--- src/rtl/inference_sequencer_pkg.sv ---
// Shared types and default sizing for the inference sequencer.
package inference_sequencer_pkg;

  localparam int DEF_DATA_W  = 19;
  localparam int DEF_DEPTH   = 128;
  localparam int DEF_ADDR_W  = 7;
  localparam int DEF_NET_LAT = 9;
  localparam int DEF_RES_W   = 7;
  localparam int DEF_TMO_W   = 12;
  localparam int FRAME_W     = 16;

  typedef enum logic [2:0] {
    ST_IDLE     = 3'd0,
    ST_LOAD     = 3'd1,
    ST_RUN      = 3'd2,
    ST_DRAIN    = 3'd3,
    ST_WAIT_RES = 3'd4,
    ST_DONE     = 3'd5,
    ST_ERR      = 3'd6
  } state_e;

endpackage

--- src/rtl/inference_sequencer_seq_counter.sv ---
// Loadable up-counter with a terminal-count flag compared against a runtime value.
module seq_counter #(
  parameter int W = 8
) (
  input  logic         clk,
  input  logic         rst,
  input  logic         load_i,
  input  logic [W-1:0] load_val_i,
  input  logic         en_i,
  input  logic [W-1:0] term_i,
  output logic [W-1:0] count_o,
  output logic         tc_o
);

  logic [W-1:0] count_q, count_d;

  // Next count: load wins over increment, otherwise hold.
  always_comb begin
    count_d = count_q;
    if (load_i) begin
      count_d = load_val_i;
    end else if (en_i) begin
      count_d = count_q + 1'b1;
    end
  end

  // Count register.
  always_ff @(posedge clk) begin
    if (rst) begin
      count_q <= '0;
    end else begin
      count_q <= count_d;
    end
  end

  assign count_o = count_q;
  assign tc_o    = (count_q == term_i);

endmodule

--- src/rtl/inference_sequencer.sv ---
// Command-driven LOAD/RUN sequencer for the memory -> network -> output layer path.
module inference_sequencer
  import inference_sequencer_pkg::*;
#(
  parameter int DATA_W  = DEF_DATA_W,
  parameter int DEPTH   = DEF_DEPTH,
  parameter int ADDR_W  = DEF_ADDR_W,
  parameter int NET_LAT = DEF_NET_LAT,
  parameter int RES_W   = DEF_RES_W,
  parameter int TMO_W   = DEF_TMO_W
) (
  input  logic               clk,
  input  logic               rst,
  input  logic               cmd_load,
  input  logic               cmd_run,
  input  logic               cmd_abort,
  input  logic               din_valid,
  input  logic [DATA_W-1:0]  din,
  output logic               din_ready,
  output logic               mem_write_en,
  output logic               mem_read_en,
  output logic [ADDR_W-1:0]  mem_addr,
  output logic [DATA_W-1:0]  mem_wdata,
  input  logic               res_valid_i,
  input  logic [RES_W-1:0]   res_i,
  output logic               result_valid_o,
  output logic [RES_W-1:0]   result_o,
  output logic               busy,
  output logic               timeout_o,
  output logic [FRAME_W-1:0] frame_cnt
);

  localparam logic [ADDR_W-1:0] ADDR_LAST  = ADDR_W'(DEPTH - 1);
  localparam logic [TMO_W-1:0]  DRAIN_LAST = TMO_W'(NET_LAT - 1);
  // WAIT_RES gives up on the cycle whose increment would make the counter all-ones.
  localparam logic [TMO_W-1:0]  TMO_LAST   = {{(TMO_W-1){1'b1}}, 1'b0};

  state_e state_q, state_d;

  logic              addr_clr, addr_en, addr_tc;
  logic              cnt_clr, cnt_en, cnt_tc;
  logic [TMO_W-1:0]  cnt_term, cnt_val;
  logic              accept_res;
  logic              wr_en;

  logic              read_en_q, busy_q, timeout_q, result_valid_q;
  logic [RES_W-1:0]  result_q;
  logic [FRAME_W-1:0] frame_cnt_q;

  // Frame address: runs 0..DEPTH-1 within a phase, cleared at phase boundaries.
  seq_counter #(.W(ADDR_W)) u_addr_cnt (
    .clk        (clk),
    .rst        (rst),
    .load_i     (addr_clr),
    .load_val_i ('0),
    .en_i       (addr_en),
    .term_i     (ADDR_LAST),
    .count_o    (mem_addr),
    .tc_o       (addr_tc)
  );

  // DRAIN and WAIT_RES never overlap, so one counter times both.
  seq_counter #(.W(TMO_W)) u_wait_cnt (
    .clk        (clk),
    .rst        (rst),
    .load_i     (cnt_clr),
    .load_val_i ('0),
    .en_i       (cnt_en),
    .term_i     (cnt_term),
    .count_o    (cnt_val),
    .tc_o       (cnt_tc)
  );

  // Next-state, counter control and write strobe decode.
  always_comb begin
    state_d    = state_q;
    addr_clr   = 1'b0;
    addr_en    = 1'b0;
    cnt_clr    = 1'b0;
    cnt_en     = 1'b0;
    accept_res = 1'b0;
    wr_en      = 1'b0;
    cnt_term   = (state_q == ST_DRAIN) ? DRAIN_LAST : TMO_LAST;
    case (state_q)
      ST_IDLE, ST_DONE, ST_ERR: begin
        if (cmd_load) begin
          state_d  = ST_LOAD;
          addr_clr = 1'b1;
          cnt_clr  = 1'b1;
        end else if (cmd_run) begin
          state_d  = ST_RUN;
          addr_clr = 1'b1;
          cnt_clr  = 1'b1;
        end
      end
      ST_LOAD: begin
        if (din_valid) begin
          wr_en = 1'b1;
          if (addr_tc) begin
            state_d  = ST_DONE;
            addr_clr = 1'b1;
          end else begin
            addr_en = 1'b1;
          end
        end
      end
      ST_RUN: begin
        if (addr_tc) begin
          state_d  = ST_DRAIN;
          addr_clr = 1'b1;
        end else begin
          addr_en = 1'b1;
        end
      end
      ST_DRAIN: begin
        if (cnt_tc) begin
          state_d = ST_WAIT_RES;
          cnt_clr = 1'b1;
        end else begin
          cnt_en = 1'b1;
        end
      end
      ST_WAIT_RES: begin
        if (res_valid_i) begin
          accept_res = 1'b1;
          state_d    = ST_DONE;
          cnt_clr    = 1'b1;
        end else if (cnt_tc) begin
          state_d = ST_ERR;
          cnt_clr = 1'b1;
        end else begin
          cnt_en = 1'b1;
        end
      end
      default: begin
        state_d = ST_IDLE;
      end
    endcase
    if (cmd_abort) begin
      state_d    = ST_IDLE;
      addr_clr   = 1'b1;
      addr_en    = 1'b0;
      cnt_clr    = 1'b1;
      cnt_en     = 1'b0;
      accept_res = 1'b0;
      wr_en      = 1'b0;
    end
  end

  // State, registered status outputs and the result latch.
  always_ff @(posedge clk) begin
    if (rst) begin
      state_q        <= ST_IDLE;
      read_en_q      <= 1'b0;
      busy_q         <= 1'b0;
      timeout_q      <= 1'b0;
      result_valid_q <= 1'b0;
      result_q       <= '0;
      frame_cnt_q    <= '0;
    end else begin
      state_q        <= state_d;
      read_en_q      <= (state_d == ST_RUN);
      busy_q         <= !(state_d inside {ST_IDLE, ST_DONE, ST_ERR});
      timeout_q      <= (state_d == ST_ERR);
      result_valid_q <= accept_res;
      if (accept_res) begin
        result_q    <= res_i;
        frame_cnt_q <= frame_cnt_q + 1'b1;
      end
    end
  end

  // Write strobe, data and ready are decoded so the memory sees address, data and
  // strobe of the same handshake in the same cycle.
  assign din_ready      = (state_q == ST_LOAD) && !cmd_abort;
  assign mem_write_en   = wr_en;
  assign mem_wdata      = wr_en ? din : '0;
  assign mem_read_en    = read_en_q;
  assign busy           = busy_q;
  assign timeout_o      = timeout_q;
  assign result_valid_o = result_valid_q;
  assign result_o       = result_q;
  assign frame_cnt      = frame_cnt_q;

endmodule
--- config.mk ---
export PLATFORM = sky130hd
export DESIGN_NAME = inference_sequencer
export DESIGN_NICKNAME = d
export VERILOG_FILES = /design/src/rtl/inference_sequencer_pkg.sv /design/src/rtl/inference_sequencer_seq_counter.sv /design/src/rtl/inference_sequencer.sv
export SDC_FILE = /design/constraint.sdc
export NUM_CORES = 1
export LEC_CHECK = 0
export CAP_MARGIN = 15
export CELL_PAD_IN_SITES_DETAIL_PLACEMENT = 0
export CELL_PAD_IN_SITES_GLOBAL_PLACEMENT = 1
export CORE_MARGIN = 2
export CORE_UTILIZATION = 33
export DETAILED_ROUTE_END_ITERATION = 7
export PLACE_DENSITY_LB_ADDON = 0.1
export SLEW_MARGIN = 40
export SYNTH_ARGS = -nofsm -noshare
export SYNTH_HDL_FRONTEND = slang
export SYNTH_SLANG_ARGS = --single-unit
--- constraint.sdc ---
create_clock -name clk -period 2.6 [get_ports clk]
set_input_delay 0.52 -clock clk [delete_from_list [all_inputs] [get_ports clk]]
set_output_delay 0.52 -clock clk [all_outputs]
set_load 0.01 [all_outputs]
==> results list <==
- Counting flops with a built-in enable in the synthesized netlist gives 0.
- After synthesis, the mean cell area works out to 8.43 sq um.
* Final setup viols: 0
- Final net count: 441
- When the netlist entered floorplanning its net count stood at 344.
* FILL cells: 744
* Worst setup path startpoint: cmd_abort
- The H-tree was split into 2 levels.
- In this run the power density over the cells is 355 nW/um^2.
- Crit path max-delay cell type: sky130_fd_sc_hd__clkdlybuf4s50_1
- Yosys instantiated no cell more often than sky130_fd_sc_hd__dfxtp_1.
- Worst reg2reg path endpoint: mem_read_en
- The worst setup path is captured at a primary output.
- Clock-pin slew of the registers on the worst-case setup and hold paths: 0.09 ns
- Worst hold path stage count: 2
- Counting every sink on the clock net gives 49.
- Per report_power, the sequential group accounts for 56.2% of the total.
* Part of the power in combinational logic: 10.1%
- By area the synthesized netlist is led by sky130_fd_sc_hd__dfxtp_1, sky130_fd_sc_hd__nor2_1, sky130_fd_sc_hd__and3_1.
- Arrival @ worst endpoint: 1.99 ns
- Counting along the longest clock path gives a buffer depth of 2.
- Final design instance area without fill: 3790 sq um
- Worst path buffer plus inverter count: 4
* Area enclosed by the die boundary: 8600 sq um
- Share of Yosys cell area claimed by the top area cell type: 37.8%
- Detailed Route WL: 6.62 mm
- The analysis attributes to net switching a power of 320 uW.
* Number of max-cap violations: 0
- For this run, the leading register cell type out of synthesis is sky130_fd_sc_hd__dfxtp_1.
- Cell count after placement: 497
- After synthesis, the netlist uses 53 different library cells.
* Worst setup SP type: input port
- Setup TNS after final layout: 0 ns
* Share of the clock period used by the worst path after layout: 96.7%
* Via count of the first global-routing pass: 2418
- In this run, synthesis produced a sequential element count of 49.
- Number of buffers created by CTS: 5
- The synthesized design spends more area on one cell type than any other, namely sky130_fd_sc_hd__dfxtp_1.
- Endpoint of the worst hold path: result_o[6]
* Post-place instance area: 3660 sq um
- The pre-antenna-repair detailed-routing pass consisted of 4 iterations.
- After synthesis, the share of flip-flops with an asynchronous set or reset is 0%.
- Die boundary height: 92.7 microns
- Final count of hold timing violations: 0
- Counting buffers and inverters, the worst setup path is 6 cells deep.
- Entering global routing, the biggest net connects 26 pins.
- Register-to-register setup slack: 0.46 ns
* Fraction of power spent switching nets: 23.8%
- The count of buffers added on input and output ports is 87.
* 1st-iter DRT viols: 76
- The die is 92.7 microns wide.
- In this run the core area contains 32 standard-cell rows.
- The share of the Yosys chip area taken by registers is 37.8%.
- For this run, the slowest stage of the critical path takes 0.54 ns.
- Data on the critical path is required at its endpoint by 2.08 ns.
* Clock tree skew after final layout: 0.0129 ns
- Launching point of the worst reg2reg path: state_q[2]
- Maximum ir drop on the vdd rail: 0.000287 V
* Effective utilization at floorplan: 33.8%
- Hold timing on the final database bottoms out at a slack of 0.500 ns.
* Global placer's final weighted congestion: 0.765
- HPWL after DPL: 4.81 mm
- Crit path max fanout: 11
* Least-Margin Pin Slew: 0.619 ns
* Root Driver: sky130_fd_sc_hd__clkbuf_8
- Headroom to the max-slew limit came out at 58.3%.
- Global-route wire length before repair: 11.2 mm
- All-Layer GR Usage: 15.6%
- Fraction of final layout cells with drive strength greater than 1: 9.61%
- The path class of the tightest hold or removal check is reg2reg.
* Synthesis Warnings: 0
- Max Clk Rate: 398 MHz
* Internal power component: 1.02 mW
* Worst-case setup margin in the final layout: 0.0858 ns
* Ant diodes: 0
- Clock latency at the later pin of the worst-skew pair: 0.30 ns
* Routed wire per std cell: 13.0 microns
- Setup repair after global routing left no endpoint under its margin.
- Final routed DRC violation total: 0
- The worst setup path is of the in2out kind.
- The floorplan step defined a core boundary enclosing 7690 sq um.
- The run finished with clean final reports.
- Buffers inserted to repair hold after CTS numbered 0.
- Relative to the synthesized area, the layout overhead comes to 45.9%.
- Min cycle time layout: 2.51 ns
- In the routed layout, each cell is associated on average with a via count of 5.00.
- The worst hold path begins at result_o[6].
- Number of cells on the worst reg-to-reg path: 6
- Summed instance area of the synthesized netlist: 2600 sq um
- After synthesis, the most frequently instantiated cells are sky130_fd_sc_hd__dfxtp_1, sky130_fd_sc_hd__nor2_1, sky130_fd_sc_hd__and3_1.
- In this run the static leakage power is 1.48 nW.
* Max-slew violation count: 0
- After global routing the overflow that remains totals 0.
* Family with the most delay on the worst path: buffers and inverters
- Summing over every cut layer, the via total after detailed routing is 2538.
* Mapped Cells: 308
- The clock network burns 33.6% of the power.
- Final cell count without fillers: 508
- Io pins: 88
- The initial antenna violation count came to 0.
- Number of antenna-violating nets in the routed design: 0
- Crit path cell chain: dlygate4sd2_1 -> nor4b_4 -> buf_4 -> buf_6 -> and3_1 -> clkdlybuf4s50_1
- Setup slack after placement: -0.221 ns
* CTS tree: yes
tightest hold or removal path, cell delays in order (launching register included):
cell                      delay [ns]
sky130_fd_sc_hd__dfxtp_1        0.33
sky130_fd_sc_hd__mux2i_1        0.07
sky130_fd_sc_hd__nor2_1         0.07
metal layers:
metal | track usage [%] | wire length, microns | vias up | part of all wire (%)
met5 | 0 | 0 | - | 0
met4 | 1.59 | 27 | 0 | 0.41
met3 | 3.91 | 413 | 2 | 6.2
met2 | 26.5 | 3020 | 73 | 46
met1 | 20.7 | 3150 | 1157 | 48
li1 | - | - | 1306 | -
sequential cells by signal, summed over array words and instances, names as in the netlist:
signal              flops
busy                    1
frame_cnt              16
mem_read_en             1
result_o                7
result_valid_o          1
state_q                 3
timeout_o               1
u_addr_cnt.count_o      7
u_wait_cnt.count_o     12
placed cells by master (no fill, tap or decap), types with 3 or more instances in the layout:
cell	Yosys	final
sky130_fd_sc_hd__a211oi_1	7	7
sky130_fd_sc_hd__a21oi_1	7	7
sky130_fd_sc_hd__and3_1	23	23
sky130_fd_sc_hd__and3b_1	3	3
sky130_fd_sc_hd__buf_4	2	16
sky130_fd_sc_hd__clkbuf_8	0	5
sky130_fd_sc_hd__clkdlybuf4s50_1	0	78
sky130_fd_sc_hd__dfxtp_1	49	48
sky130_fd_sc_hd__dlygate4sd2_1	0	5
sky130_fd_sc_hd__dlymetal6s2s_1	0	4
sky130_fd_sc_hd__ha_1	3	3
sky130_fd_sc_hd__inv_1	7	7
sky130_fd_sc_hd__mux2i_1	10	10
sky130_fd_sc_hd__nand2_1	13	13
sky130_fd_sc_hd__nand2b_1	3	3
sky130_fd_sc_hd__nand3_1	12	12
sky130_fd_sc_hd__nand4_1	9	9
sky130_fd_sc_hd__nor2_1	41	41
sky130_fd_sc_hd__nor2b_1	4	4
sky130_fd_sc_hd__nor3_1	17	17
sky130_fd_sc_hd__nor4_1	5	5
sky130_fd_sc_hd__o21ai_0	9	9
sky130_fd_sc_hd__o31ai_1	6	6
sky130_fd_sc_hd__or3_1	6	6
sky130_fd_sc_hd__or4_1	6	6
sky130_fd_sc_hd__xnor2_1	15	15
sky130_fd_sc_hd__xor2_1	7	7
final cells by class:
type	count	area, sq um	area share (%)
flip-flops and latches	49	982	25.9
clock inverters	2	15.0	0.396
inverters	7	26.3	0.694
repair buffers	106	1040	27.4
well taps	102	128	3.37
multi-input cells	236	1530	40.3
clock buffers	6	72.6	1.92
kinds of logic (layout without fill, tap and decap cells):
group	after synthesis	after routing	synth area share, %
adder cells (fa/ha/maj)	4	4	1.83
flip-flops	49	49	37.8
XOR/XNOR	22	22	7.42
buffers and inverters	23	121	4.00
AND/OR/NAND/NOR	157	157	33.3
AO/OA/AOI/OAI	43	43	11.8
multiplexers	10	10	3.85
worst max-delay path by stage:
stage	to	slack (ns)
2_1_floorplan	mem_wdata[10]	0.45
3_3_place_gp	mem_wdata[0]	-0.24
3_5_place_dp	mem_wdata[17]	-0.22
4_1_cts	mem_wdata[17]	0.06
5_1_grt	mem_wdata[17]	0.002
6_report	mem_wdata[4]	0.09
power groups by stage:
stage | combinational, mW | clock, mW | sequential [mW]
2_1_floorplan | 0.0525 | 0 | 0.773
3_3_place_gp | 0.135 | 0 | 0.774
3_5_place_dp | 0.134 | 0 | 0.774
4_1_cts | 0.138 | 0.473 | 0.756
5_1_grt | 0.149 | 0.504 | 0.757
6_report | 0.136 | 0.452 | 0.756
per-stage QoR:
| step | util [%] | total power, mW |
|---|---|---|
| final | 49.3 | 1.35 |
| after global routing | 49.3 | 1.41 |
| after CTS | 49.1 | 1.37 |
| after detailed placement | 47.6 | 0.908 |
| after global placement | 47.6 | 0.908 |
| after floorplan | - | 0.826 |
what timing repair did:
item / in CTS / in global routing
gates cloned: 2 / 0
hold endpoints to repair: 0 / 0
setup endpoints to repair: 21 / 5
resized for setup: 10 / 5
setup buffers: 1 / 0
pin swaps: 1 / 0
Power figures use the tool's default switching activity.
